===== src/rtl/display_scan_ctrl.sv =====
// display_scan_ctrl
//   Time-multiplexes one shared decoder4x7 across three 7-segment digits
//   (seconds ones, seconds tens, minutes). The three BCD digits and the
//   leading-zero option are snapshotted once per frame in LOAD, then each
//   digit is shown for DIV cycles followed by BLANK_CYCLES dark cycles.
//   A leading minutes zero can be suppressed and the display can blink with
//   a half-period of BLINK_FRAMES frames.
//
// Ports
//   clk         in   1  system clock, rising edge
//   rst_n       in   1  synchronous active-low reset
//   en          in   1  display enable (0 = scanning stopped, dark)
//   blink       in   1  blink request
//   lz_blank    in   1  hide the minutes digit when it is 0
//   digit0      in   4  seconds ones (BCD)
//   digit1      in   4  seconds tens (BCD)
//   digit2      in   4  minutes (BCD)
//   dec_bin     out  4  decoder binary_in
//   dec_en      out  1  decoder enable
//   digit_sel   out  3  one-hot digit drive, active high
//   frame_start out  1  one-cycle pulse while in LOAD

module display_scan_ctrl #(
   parameter int DIV          = 4,
   parameter int BLANK_CYCLES = 1,
   parameter int BLINK_FRAMES = 2
) (
   input  logic       clk,
   input  logic       rst_n,
   input  logic       en,
   input  logic       blink,
   input  logic       lz_blank,
   input  logic [3:0] digit0,
   input  logic [3:0] digit1,
   input  logic [3:0] digit2,
   output logic [3:0] dec_bin,
   output logic       dec_en,
   output logic [2:0] digit_sel,
   output logic       frame_start
);

   typedef enum logic [1:0] {IDLE, LOAD, SHOW, GAP} state_t;

   localparam int CMAX = (DIV > BLANK_CYCLES) ? DIV : BLANK_CYCLES;
   localparam int CW   = (CMAX > 1) ? $clog2(CMAX) : 1;
   localparam int FW   = (BLINK_FRAMES > 1) ? $clog2(BLINK_FRAMES) : 1;
   localparam logic [CW-1:0] DIV_LAST = CW'(DIV - 1);
   localparam logic [CW-1:0] GAP_LAST = (BLANK_CYCLES > 0) ? CW'(BLANK_CYCLES - 1) : '0;
   localparam logic [FW-1:0] FRM_LAST = FW'(BLINK_FRAMES - 1);

   state_t         state, state_next;
   logic [CW-1:0]  cnt, cnt_next;
   logic [1:0]     idx, idx_next;
   logic           load;
   logic [FW-1:0]  frame_cnt;
   logic           phase;        // running blink phase, 1 = hidden
   logic           frame_phase;  // phase applied to the current frame
   logic [3:0]     snap [3];
   logic           snap_lz;
   logic           hidden;

   // Leaving the last slot of a frame either starts the next frame or parks.
   always_comb begin
      state_next = state;
      cnt_next   = cnt;
      idx_next   = idx;
      load       = 1'b0;
      if (state != IDLE && !en) begin
         state_next = IDLE;
      end else begin
         case (state)
            IDLE: begin
               if (en) begin
                  state_next = LOAD;
                  load       = 1'b1;
               end
            end
            LOAD: begin
               state_next = SHOW;
               idx_next   = 2'd0;
               cnt_next   = '0;
            end
            SHOW, GAP: begin
               if (state == SHOW && cnt != DIV_LAST) begin
                  cnt_next = cnt + 1'b1;
               end else if (state == GAP && cnt != GAP_LAST) begin
                  cnt_next = cnt + 1'b1;
               end else if (state == SHOW && BLANK_CYCLES > 0) begin
                  state_next = GAP;
                  cnt_next   = '0;
               end else if (idx != 2'd2) begin
                  state_next = SHOW;
                  idx_next   = idx + 2'd1;
                  cnt_next   = '0;
               end else begin
                  state_next = LOAD;
                  load       = 1'b1;
               end
            end
            default: state_next = IDLE;
         endcase
      end
   end

   // The snapshot is registered before any SHOW cycle, so it is stable here.
   always_comb begin
      hidden = (blink && frame_phase) ||
               (idx_next == 2'd2 && snap_lz && snap[2] == 4'd0);
   end

   always_ff @(posedge clk) begin
      if (!rst_n) begin
         state       <= IDLE;
         cnt         <= '0;
         idx         <= 2'd0;
         frame_cnt   <= '0;
         phase       <= 1'b0;
         frame_phase <= 1'b0;
         snap[0]     <= 4'd0;
         snap[1]     <= 4'd0;
         snap[2]     <= 4'd0;
         snap_lz     <= 1'b0;
         dec_bin     <= 4'd0;
         dec_en      <= 1'b0;
         digit_sel   <= 3'b000;
         frame_start <= 1'b0;
      end else begin
         state       <= state_next;
         cnt         <= cnt_next;
         idx         <= idx_next;
         frame_start <= load;
         if (load) begin
            snap[0]     <= digit0;
            snap[1]     <= digit1;
            snap[2]     <= digit2;
            snap_lz     <= lz_blank;
            // A frame uses the phase held at its LOAD; the toggle takes
            // effect from the following frame, giving V,V,H,H from reset.
            frame_phase <= blink & phase;
            frame_cnt   <= (frame_cnt == FRM_LAST) ? '0 : frame_cnt + 1'b1;
            if (!blink)
               phase <= 1'b0;
            else if (frame_cnt == FRM_LAST)
               phase <= ~phase;
         end
         case (state_next)
            SHOW: begin
               dec_bin   <= snap[idx_next];
               dec_en    <= ~hidden;
               digit_sel <= hidden ? 3'b000 : (3'b001 << idx_next);
            end
            IDLE: begin
               dec_bin   <= 4'd0;
               dec_en    <= 1'b0;
               digit_sel <= 3'b000;
            end
            default: begin
               // LOAD and GAP are dark; dec_bin keeps its last value.
               dec_en    <= 1'b0;
               digit_sel <= 3'b000;
            end
         endcase
      end
   end

endmodule


===== config.mk =====
export PLATFORM = sky130hd
export DESIGN_NAME = display_scan_ctrl
export DESIGN_NICKNAME = d
export VERILOG_FILES = /design/src/rtl/display_scan_ctrl.sv
export SDC_FILE = /design/constraint.sdc
export NUM_CORES = 1
export LEC_CHECK = 0
export ABC_CLOCK_PERIOD_IN_PS = 4630
export BUFFER_PORTS_ARGS = -buffer_cell sky130_fd_sc_hd__buf_2
export CAP_MARGIN = 20
export CORE_MARGIN = 4
export CORE_UTILIZATION = 58
export DETAILED_ROUTE_END_ITERATION = 6
export GPL_TIMING_DRIVEN = 0
export PLACE_DENSITY = 0.92
export SLEW_MARGIN = 20
export SYNTH_ARGS = -nofsm -noshare
export SYNTH_HDL_FRONTEND = slang
export SYNTH_SLANG_ARGS = --single-unit

===== constraint.sdc =====
create_clock -name clk -period 4.63 [get_ports clk]
set_clock_uncertainty 0.05 [all_clocks]
set_input_delay 0.926 -clock clk [delete_from_list [all_inputs] [get_ports clk]]
set_output_delay 0.926 -clock clk [all_outputs]
set_load 0.05 [all_outputs]

**Yosys cells after proc, flatten, opt, wreduce, memory -nomap -nowiden**

Memories as Yosys holds them, arrays and structs flattened.
Index checks and enable logic that the tools add are counted.
Widths: inputs -> output; s select.

- Equality and inequality tests: 9
- Mux-type cells: 36
- Shift-type cells: 1
- Reductions and logical operators: 20
- Bitwise operators: 9
- Add/sub/neg operators: 3

Operators by type and width:

| cell | number |
|---|---|
| $mux 2 | 15 |
| $mux 1 | 13 |
| $mux 4 | 3 |
| $eq 2x2->1 const B | 4 |
| $pmux 2 s2 | 2 |
| $pmux 4 s2 | 1 |
| $reduce_bool 2->1 | 4 |
| $logic_and 1x1->1 | 6 |
| $pmux 2 s3 | 1 |
| $ne 5x5->1 const B | 1 |
| $not 1->1 | 5 |
| $add 2x1->2 const B | 2 |
| $logic_not 2->1 | 2 |
| $logic_not 4->1 | 1 |
| $ne 2x2->1 const B | 2 |
| $reduce_and 2->1 | 2 |
| $or 1x1->1 | 3 |
| $reduce_and 3->1 | 1 |
| $reduce_or 3->1 | 1 |
| $shl 1x2->3 const A | 1 |
| $eq 2x1->1 const B | 1 |
| $ne 2x1->1 const B | 1 |
| $pmux 1 s2 | 1 |
| $reduce_or 2->1 | 1 |
| 4 further kinds | 4 |

- Memories kept: 1
- Bits in writable memories: 12
- Register bits after elaboration: 19
- Output and inout port bits: 9
- Word-level logic and storage cells: 90
- Bits of input ports: 17

Memories:

| name | depth | bits a word | read ports | clocked after memory_dff | wr ports | line | source |
|---|---|---|---|---|---|---|---|
| snap | 3 | 4 | 2 | 0 | 3 | 58 | `logic [3:0] snap [3];` |

**Logic depth before layout (Yosys ltp)**

Gate-level depths: netlist of the first run.

- Word-level depth: 12
- Gate-level depth with buffers: 8

**Least setup slack after synthesis of the first run**

OpenSTA, ideal clock, no wires.

- Kind: in2reg
- Start: in en
- End: reg dec_bin[0]
- Stages on the path: 7
- Arrival: 1933 ps
- Path buffers: 2
- Required time: 4463 ps
- Setup slack: 2530 ps
- Path through: buf_2 > nand2_1 > o21a_1 > a31oi_4 > buf_6 > o211ai_1 > a22o_1

- Longest elaborated chain between the ends: 5
- Elaborated cells on any way between the ends: 11

RTL lines:

| what | line | source |
|---|---|---|
| start, declared | 30 | `input logic en,` |
| $mux 2 or $logic_not 1->1 (tied branches) | 73, 68 |  |
| $pmux 2 s3 or $logic_and 1x1->1 (tied branches) | 71, 68 |  |
| $mux 2 | 68 | `if (state != IDLE && !en) begin` |
| $eq 2x2->1 (tied with other cells) | 146 | `case (state_next)` |
| $pmux 4 s2 or $reduce_bool 2->1 (tied branches) | -- |  |
| end signal, assigned | 148 | `dec_bin <= snap[idx_next];` |
| end, declared | 36 | `output logic [3:0] dec_bin,` |

Several ways; a longest one is shown, not always the timed one.
A chain may end at the register's enable or synchronous reset.

**Final worst setup path of the first run**

- Start: in en
- End: reg dec_bin[1]

Same word-level chain as after synthesis.

==> impl_metrics.csv, run 1 <==
group,metric,value,unit
outcome,outcome,"complete, no violations",
route,drt_iter0_markers,36,
hold_path,worstHoldPathType,"register to register",
pwr,clockPowerShare,36.8,%
cells_and_area,n_antenna_cell,0,
worst_setup_path,crit_chain,"buf_2 -> nand2_1 -> o21ai_1 -> and2_4 -> o211ai_1 -> a22o_1",
sta,max_freq,0.5059,GHz
pwr,power_density,328.3,nW/µm²
cts,htreeDepth,2,
cts,cts.path.max_buffers,2,
floorplanning,rows,17,
cts,cts_tree,"yes",
sta,relSlewSlack,68.38,%
cts,insertion_delay,340,ps
synthesis,seq_area_frac_synth,50.73,%
route,drt_wl_total,2725,µm
placement,hpwl,2090,µm
cts,clk_pin_slew,90,ps
route,first_pass_iters,4,
route,drc,0,
pwr,p_sw,0.0001272,W
global_routing,grt_pass1_wl,4471,µm
floorplanning,die_h,58.18,µm
pwr,p_seq_share,54.4,%
synthesis,yosysWarningCount,0,
sta,rsz0062_at_grt,"false",
pwr,ir_drop,0.3815,mV
synthesis,synth_area_per_cell,10.74,µm²
synthesis,syn_inst,136,
worst_setup_path,crit_type,"input port to register",
cells_and_area,drive_gt1_share,30.36,%
placement,port_buffers,24,
synthesis,synth_edf_count,12,
cts,post_cts_buffers,0,
synthesis,syn_nets,157,
worst_setup_path,slowest_stage,"o21ai_1",
cts,post_cts_resize_count,0,
cts,clkSinkCount,31,
sta,fin_crit,1977,ps
placement,place.gp.congestion,0.8281,
sta,hold_ws,418.5,ps
cells_and_area,fin_nets,188,
route,drt.antenna.violating_nets,0,
cells_and_area,fin_area,1692,µm²
route,vias,1061,
synthesis,ys_seq_elements,31,
global_routing,overflow,0,
pwr,power,0.0005554,W
worst_setup_path,end_kind,"register",
pwr,leakage,0.7083,nW
cts,cts_root_buf,"clkbuf_4",
sta,final-hold-violation-count,0,
floorplanning,dieArea,3384,µm²
worst_setup_path,reg2reg_depth,6,
pwr,p_int,0.0004282,W
global_routing,grt_max_degree,13,
sta,period_share,42.69,%
sta,fin_setup_tns,0,ps
floorplanning,ios,26,
floorplanning,start_util,63.56,%
cts,cts_buffers,5,
sta,tightest_slew,471.1,ps
worst_setup_path,worst_ep_arrival_time,2170,ps
cts,postCtsHoldBufs,0,
hold_path,whs_path_depth,2,
synthesis,ys_types,41,
global_routing,grt_usage,18.35,%
placement,place_inst,188,
cells_and_area,area_growth,15.85,%
route,wl_per_cell,13.90,µm
synthesis,synth_ff_type,"dfxtp_1",
worst_setup_path,cp_data_required_time,4820,ps
worst_setup_path,cp_max_fo,9,
pwr,power_switching_share,22.90,%
job,drv_cap,0,
sta,setup_viol,0,
global_routing,grt_pass1_vias,1102,
floorplanning,die-width,58.18,µm
sta,maxSlewViolCount,0,
synthesis,netlist_area,1460,µm²
global_routing,antenna_found_initial,0,
pwr,combPwrFrac,8.8,%
placement,place_area,1615,µm²
worst_setup_path,crit_path_start_kind,"input port",
synthesis,synth-async-reset-ratio,0,%
floorplanning,core,2297,µm²
route,via_per_inst,5.413,
cells_and_area,instances_no_fill,196,
worst_setup_path,slowest_delay,410,ps
[cells by family after synthesis]
family                   Yosys count  share of synthesized area (%)
AND/OR/NAND/NOR                   59                          24.76
flip-flops                        31                          50.73
AO/OA/AOI/OAI                     25                          14.40
buffers and inverters             15                          5.398
adder cells (fa/ha/maj)            4                          3.428
XOR/XNOR                           1                         0.5999
multiplexers                       1                         0.6855
[worst max-delay path: cells and delay by family]
kind | cells | cell delay (ps)
buffers and inverters | 1 | 190
AOI/OAI and AO/OA | 3 | 680
and+or+nand+nor | 2 | 370
[state kept, by name, indices dropped and copies added, names as in the netlist]
register     count
dec_bin          4
frame_start      1
phase            1
frame_phase      1
frame_cnt        1
cnt              2
state            2
idx              2
snap            12
digit_sel        3
snap_lz          1
dec_en           1
[per-layer routing]
metal | share of wire [%] | routed length (µm) | track usage [%] | vias up
li1 | - | - | - | 531
met1 | 38 | 1045 | 17.39 | 495
met2 | 53 | 1440 | 32.58 | 26
met3 | 5.7 | 155 | 8.463 | 9
met4 | 3.1 | 84 | 9.934 | 0
met5 | 0 | 0 | 0 | -
[power groups by stage]
stage / combinational, W / clock (W) / sequential (W)
after floorplan: 0.0000318 / 0 / 0.000310
after global placement: 0.0000459 / 0 / 0.000308
after detailed placement: 0.0000488 / 0 / 0.000308
after CTS: 0.0000491 / 0.000208 / 0.000302
after global routing: 0.0000542 / 0.000221 / 0.000304
final: 0.0000487 / 0.000204 / 0.000302
[cells in the mapped netlist (2+ instances only)]
library cell / n / area (µm²)
dfxtp_1: 19 / 380.4
and2_1: 15 / 93.84
nand2_1: 13 / 48.80
edfxtp_1: 12 / 360.4
inv_1: 8 / 30.03
nand3_1: 7 / 35.03
nor2_1: 5 / 18.77
o211ai_1: 5 / 37.54
o21a_1: 5 / 37.54
a22o_1: 4 / 35.03
ha_1: 4 / 50.05
a21boi_0: 3 / 22.52
buf_2: 3 / 15.01
and3_2: 2 / 15.01
buf_6: 2 / 22.52
nor2b_1: 2 / 12.51
o21ai_0: 2 / 10.01
or3_1: 2 / 12.51
[stage by stage]
stage / utilization [%] / setup slack [ps]
CTS: 73.64 / 2665
global route: 73.64 / 2562
detailed placement: 70.32 / 2294
global placement: 70.32 / 2356
floorplan: - / 2530
finish: 73.64 / 2653
[cell type report]
type                            count  area [µm²]
Fill cell                         180       605.6
Sequential cell                    31       740.7
Inverter                            8       30.03
Buffer                              7       48.80
Multi-Input combinational cell     90       640.6
Clock buffer                        5       37.54
Timing Repair Buffer               24       120.1
Clock inverter                      3       38.79
Tap cell                           28       35.03
[path summary, 6_finish.rpt]
check,to,from,slack (ps)
worst max register to register,snap[1][0],cnt[0],2720
worst min register to register,frame_phase,frame_phase,420
worst max-delay path,dec_bin[1],en,2650
worst min-delay path,frame_phase,frame_phase,420
[cells in the final DEF, fill, tap and decap left out, types with 2 or more instances in the layout]
cell      count
and3_2        2
a21boi_0      3
and2_1       15
o21a_1        5
dfxtp_1      19
edfxtp_1     12
buf_2        27
or3_1         2
o211ai_1      5
nor2_1        5
inv_1         8
clkbuf_4      5
o21ai_0       2
nor2b_1       2
buf_6         2
nand3_1       7
a22o_1        4
ha_1          4
nand2_1      13
No activity file was read; power rests on OpenSTA's default activity.
==> run 2: changes to the inputs <==
--- a/config.mk
+++ b/config.mk
@@ -5,14 +5,14 @@
 export SDC_FILE = /design/constraint.sdc
 export NUM_CORES = 1
 export LEC_CHECK = 0
-export ABC_CLOCK_PERIOD_IN_PS = 4630
+export ABC_CLOCK_PERIOD_IN_PS = 2000
 export BUFFER_PORTS_ARGS = -buffer_cell sky130_fd_sc_hd__buf_2
 export CAP_MARGIN = 20
 export CORE_MARGIN = 4
-export CORE_UTILIZATION = 58
+export CORE_UTILIZATION = 54
 export DETAILED_ROUTE_END_ITERATION = 6
 export GPL_TIMING_DRIVEN = 0
-export PLACE_DENSITY = 0.92
+export PLACE_DENSITY = 0.88
 export SLEW_MARGIN = 20
 export SYNTH_ARGS = -nofsm -noshare
 export SYNTH_HDL_FRONTEND = slang
==> constraint.sdc (replaced) <==
create_clock -name clk -period 2 [get_ports clk]
set_clock_uncertainty 0.05 [all_clocks]
set_input_delay 0.4 -clock clk [delete_from_list [all_inputs] [get_ports clk]]
set_output_delay 0.4 -clock clk [all_outputs]
set_load 0.05 [all_outputs]
==> run 2 against run 1 <==
Routed wire length shrank 3.0%. Setup slack lost 2500 ps. Final area grew 1.1%. Via count shrank 1.2%. Critical path depth grew 1. Combinational power grew 140%. Critical path type is now register to register. Highest routed layer unchanged.
==> impl_metrics.csv, run 2 (same netlist as run 1, synthesis figures left out) <==
group,metric,value,unit
outcome,outcome,"complete, no violations",
route,via_per_inst,5.293,
cts,insertion_delay,330,ps
global_routing,grt_pass1_wl,4360,µm
sta,relSlewSlack,72.31,%
pwr,combPwrFrac,8.7,%
cts,cts.path.max_buffers,2,
route,wl_per_cell,13.34,µm
global_routing,antenna_found_initial,0,
cells_and_area,area_growth,17.14,%
floorplanning,core,2522,µm²
sta,max_freq,0.5349,GHz
cells_and_area,instances_no_fill,198,
sta,maxSlewViolCount,0,
cells_and_area,largest_reg_flops,12,
worst_setup_path,cp_max_fo,10,
route,first_pass_iters,4,
hold_path,worstHoldPathType,"input port to register",
cts,clk_pin_slew,90,ps
pwr,ir_drop,0.7715,mV
floorplanning,die_h,60,µm
worst_setup_path,slowest_delay,380,ps
global_routing,grt_max_degree,13,
worst_setup_path,crit_type,"register to register",
worst_setup_path,cp_data_required_time,2040,ps
route,drc,0,
cells_and_area,fin_nets,188,
cells_and_area,drive_gt1_share,32.14,%
sta,layout_setup_ws,130.5,ps
floorplanning,die-width,60,µm
cells_and_area,layout_common_cells,"27 x buf_2, 19 x dfxtp_1, 15 x and2_1",
global_routing,grt_pass1_vias,1047,
pwr,power_switching_share,22.09,%
floorplanning,ios,26,
cts,cts_buffers,5,
sta,fin_setup_tns,0,ps
cts,htreeDepth,2,
placement,port_buffers,24,
sta,setup_viol,0,
sta,hold_ws,279.7,ps
floorplanning,start_util,57.89,%
pwr,p_seq_share,52.9,%
global_routing,grt_usage,17.02,%
cts,post_cts_buffers,0,
cells_and_area,reg_top3,"snap x12, dec_bin x4, digit_sel x3",
worst_setup_path,worst_ep_arrival_time,1910,ps
floorplanning,rows,18,
placement,post-place-ws,114.8,ps
global_routing,overflow,0,
route,drt_iter0_markers,24,
worst_setup_path,crit_chain,"inv_1 -> ha_1 -> nand4_2 -> o21ai_4 -> and3_2 -> buf_2 -> and2_1",
sta,final-hold-violation-count,0,
job,drv_cap,0,
floorplanning,dieArea,3600,µm²
route,drt_wl_total,2642,µm
worst_setup_path,crit_path_start_kind,"register",
pwr,power_density,772.9,nW/µm²
cts,cts_root_buf,"clkbuf_4",
pwr,p_int,0.001030,W
pwr,clockPowerShare,38.4,%
route,drt.antenna.violating_nets,0,
pwr,p_sw,0.0002920,W
cells_and_area,largest-register,"snap",
placement,place_area,1618,µm²
worst_setup_path,end_kind,"register",
sta,rsz0062_at_grt,"false",
cts,cts_tree,"yes",
placement,place_inst,190,
cells_and_area,n_antenna_cell,0,
route,vias,1048,
cells_and_area,fin_area,1710,µm²
pwr,leakage,0.7146,nW
cts,clkSinkCount,31,
sta,tightest_slew,415.3,ps
placement,place.gp.congestion,0.7840,
sta,period_share,93.48,%
cells_and_area,mostFrequentLayoutCell,"buf_2",
sta,fin_crit,1870,ps
worst_setup_path,slowest_stage,"dfxtp_1",
placement,hpwl,1957,µm
==> run 2: critical path: cells and delay by family, from the launching register on <==
kind	cells	cell delay, ps
DFF	1	380
AOI/OAI and AO/OA	1	110
adders and majority gates	1	280
buffers and inverters	2	240
and+or+nand+nor	3	580
==> run 2: metal layers <==
layer | GRT usage (%) | part of all wire [%]
met3 | 6.263 | 6.3
met1 | 17.10 | 40
met2 | 29.94 | 50
met5 | 0 | 0
met4 | 9.494 | 3.0
==> run 2: stage by stage <==
stage	utilization, %	power (W)
3_3_place_gp	64.14	0.0008185
4_1_cts	67.56	0.001324
5_1_grt	67.81	0.001366
2_1_floorplan	-	0.0007917
3_5_place_dp	64.14	0.0008257
6_report	67.81	0.001322
==> run 2: power groups by stage <==
| stage | sequential, W | clock, W | combinational [W] |
|---|---|---|---|
| detailed placement | 0.000713 | 0 | 0.000112 |
| floorplan | 0.000718 | 0 | 0.0000736 |
| global placement | 0.000712 | 0 | 0.000106 |
| finish | 0.000699 | 0.000508 | 0.000115 |
| CTS | 0.000699 | 0.000512 | 0.000114 |
| global route | 0.000702 | 0.000537 | 0.000127 |
==> run 2: timing repair <==
| action | CTS | global route |
|---|---|---|
| resized for setup | 0 | 2 |
| setup endpoints to repair | 0 | 13 |
| hold buffers | 0 | 0 |
==> run 2: layout make-up <==
| cell class | count | area [µm²] |
|---|---|---|
| Timing Repair Buffer | 24 | 120.1 |
| Fill cell | 193 | 812.0 |
| Sequential cell | 31 | 740.7 |
| Inverter | 8 | 30.03 |
| Clock inverter | 2 | 35.03 |
| Clock buffer | 6 | 51.30 |
| Tap cell | 30 | 37.54 |
| Buffer | 7 | 48.80 |
| Multi-Input combinational cell | 90 | 646.9 |
==> run 2: final timing paths <==
kind | startpoint | endpoint | slack [ps] | depth (start not counted)
worst min register to register | dec_bin[1] | dec_bin[1] | 430 | 1
worst max-delay path | cnt[0] | snap[1][1] | 130 | 7
worst min-delay path | lz_blank | snap_lz | 280 | 3
worst max register to register | cnt[0] | snap[1][1] | 130 | 7
==> run 3: changes to the inputs <==
--- a/config.mk
+++ b/config.mk
@@ -8,7 +8,6 @@
 export ABC_CLOCK_PERIOD_IN_PS = 2000
 export BUFFER_PORTS_ARGS = -buffer_cell sky130_fd_sc_hd__buf_2
 export CAP_MARGIN = 20
-export CORE_MARGIN = 4
 export CORE_UTILIZATION = 54
 export DETAILED_ROUTE_END_ITERATION = 6
 export GPL_TIMING_DRIVEN = 0
==> run 3 against run 2 <==
Sequential power hardly changed. Sequential share of layout area up 1.0 points. Final area shrank 2.3%. First-iteration DRC count is 21% lower. Critical path type unchanged. Largest power group unchanged.
==> impl_metrics.csv, run 3 (same netlist as run 1, synthesis figures left out) <==
group,metric,value,unit
outcome,outcome,"complete, no violations",
placement,place.gp.congestion,0.7735,
cts,htreeDepth,2,
pwr,power,0.001146,W
global_routing,grt_max_degree,13,
floorplanning,core,2522,µm²
pwr,clockPowerShare,29.0,%
sta,period_share,92.60,%
worst_setup_path,crit_chain,"inv_1 -> ha_1 -> nor2b_4 -> o21ai_1 -> and2_4 -> o211ai_1 -> a22o_1",
cts,clk_pin_slew,90,ps
worst_setup_path,crit_type,"register to register",
sta,max_freq,0.5400,GHz
global_routing,grt_pass1_vias,1049,
worst_setup_path,end_kind,"register",
cells_and_area,largest_reg_flops,12,
route,drt_wl_total,2491,µm
cells_and_area,finish.utilization,66.22,%
route,via_per_inst,5.424,
worst_setup_path,cp-endpoint,"dec_bin[0]",
cells_and_area,area_growth,14.40,%
cells_and_area,reg_top3,"snap x12, dec_bin x4, digit_sel x3",
sta,setup_viol,0,
hold_path,worstHoldPathType,"input port to register",
sta,fin_crit,1852,ps
sta,fin_setup_tns,0,ps
cts,cts_tree,"yes",
route,drt.antenna.violating_nets,0,
cells_and_area,drive_gt1_share,30.36,%
placement,place_inst,190,
sta,maxSlewViolCount,0,
cts,cts_root_buf,"clkbuf_4",
pwr,power_switching_share,23.97,%
route,vias,1074,
cells_and_area,largest-register,"snap",
pwr,ir_drop,0.6484,mV
job,drv_cap,0,
pwr,p_sw,0.0002747,W
cells_and_area,mostFrequentLayoutCell,"buf_2",
pwr,leakage,0.6952,nW
floorplanning,dieArea,2916,µm²
worst_setup_path,crit_path_start_kind,"register",
route,drt_iter0_markers,19,
worst_setup_path,rrSetupSlack,150,ps
worst_setup_path,slowest_delay,410,ps
worst_setup_path,slowest_stage,"o21ai_1",
global_routing,grt_usage,21.12,%
sta,relSlewSlack,66.72,%
worst_setup_path,cp_data_required_time,2180,ps
cells_and_area,layout_common_cells,"27 x buf_2, 19 x dfxtp_1, 15 x and2_1",
worst_setup_path,crit_path_start,"cnt[0]",
worst_setup_path,reg2reg_depth,7,
pwr,power_density,686.1,nW/µm²
pwr,p_int,0.0008712,W
route,wl_per_cell,12.58,µm
cells_and_area,instances_no_fill,198,
route,first_pass_iters,4,
floorplanning,start_util,57.89,%
placement,port_buffers,24,
floorplanning,rows,18,
floorplanning,die-width,54,µm
hold_path,hold_start,"lz_blank",
sta,tightest_slew,495.8,ps
cts,cts_buffers,5,
sta,rsz0062_at_grt,"false",
sta,final-hold-violation-count,0,
route,drc,0,
cells_and_area,fin_nets,188,
cts,post_cts_buffers,0,
cells_and_area,n_antenna_cell,0,
cts,insertion_delay,330,ps
placement,post-place-ws,122.4,ps
pwr,p_seq_share,61.1,%
floorplanning,die_h,54,µm
global_routing,grt_pass1_wl,4271,µm
placement,hpwl,1890,µm
hold_path,whs_path_depth,3,
sta,layout_setup_ws,148.0,ps
worst_setup_path,worst_ep_arrival_time,2030,ps
global_routing,antenna_found_initial,0,
cts,clkSinkCount,31,
cells_and_area,fill_cells,204,
floorplanning,ios,26,
cts,cts.path.max_buffers,2,
global_routing,overflow,0,
pwr,combPwrFrac,9.9,%
worst_setup_path,cp_max_fo,6,
worst_setup_path,reg2reg_to,"dec_bin[0]",
worst_setup_path,r2r_start,"cnt[0]",
[run 3: changes by cell type in the layout (fill, tap and decap cells not counted)]
cell	before	now
clkbuf_1	1	3
bufinv_16	1	0
clkbuf_8	1	0
o21ai_1	0	1
o21ai_2	1	0
[run 3: area by class of cell]
class | count | area (µm²) | share of cell area [%]
clock buffer | 7 | 45.04 | 2.697
clock inverter | 1 | 5.005 | 0.2996
inverter | 8 | 30.03 | 1.798
buffer | 7 | 48.80 | 2.921
tap | 30 | 37.54 | 2.247
timing repair buffer | 24 | 120.1 | 7.191
sequential | 31 | 740.7 | 44.34
multi-input combinational | 90 | 643.1 | 38.50
[run 3: through the flow]
stage               hold WS (ps)  instance area, µm²
floorplan                  391.2                1460
global placement           397.9                1618
detailed placement         414.8                1618
CTS                        280.9                1668
global route               273.9                1670
finish                     287.1                1670
[run 3: power by group through the flow]
stage	Clock [W]	Sequential, W	Combinational [W]
2_1_floorplan	0	0.000718	0.0000736
3_3_place_gp	0	0.000712	0.000106
3_5_place_dp	0	0.000714	0.000112
4_1_cts	0.000338	0.000700	0.000113
5_1_grt	0.000375	0.000703	0.000125
6_report	0.000332	0.000700	0.000114
[run 3: worst max-delay path: cells and delay by family, from the launching register on]
| kind | cells | cell delay (ps) |
|---|---|---|
| compound gates | 3 | 690 |
| flops | 1 | 340 |
| simple gates | 2 | 340 |
| fa+ha+maj | 1 | 280 |
| buf+inv | 1 | 60 |
[run 3: worst min path at each step]
stage                        endpoint  slack [ps]
final                         snap_lz         290
after global routing       snap[2][1]         270
after CTS                     snap_lz         280
after detailed placement   dec_bin[1]         410
after global placement    frame_phase         400
after floorplan           frame_phase         390
[run 3: routing by layer]
metal / GRT usage [%] / vias up / share of wire [%] / wire length [µm]
met5: 0 / - / 0 / 0
met3: 7.627 / 6 / 5.8 / 145
met1: 23.26 / 502 / 40 / 997
met2: 36.42 / 34 / 52 / 1305
li1: - / 532 / - / -
met4: 8.974 / 0 / 1.7 / 43
[run 3: timing repair]
item | 4_1_cts | 5_1_grt
endpoints found under the setup margin | 0 | 12
hold buffers | 0 | 0
resized for setup | 0 | 1
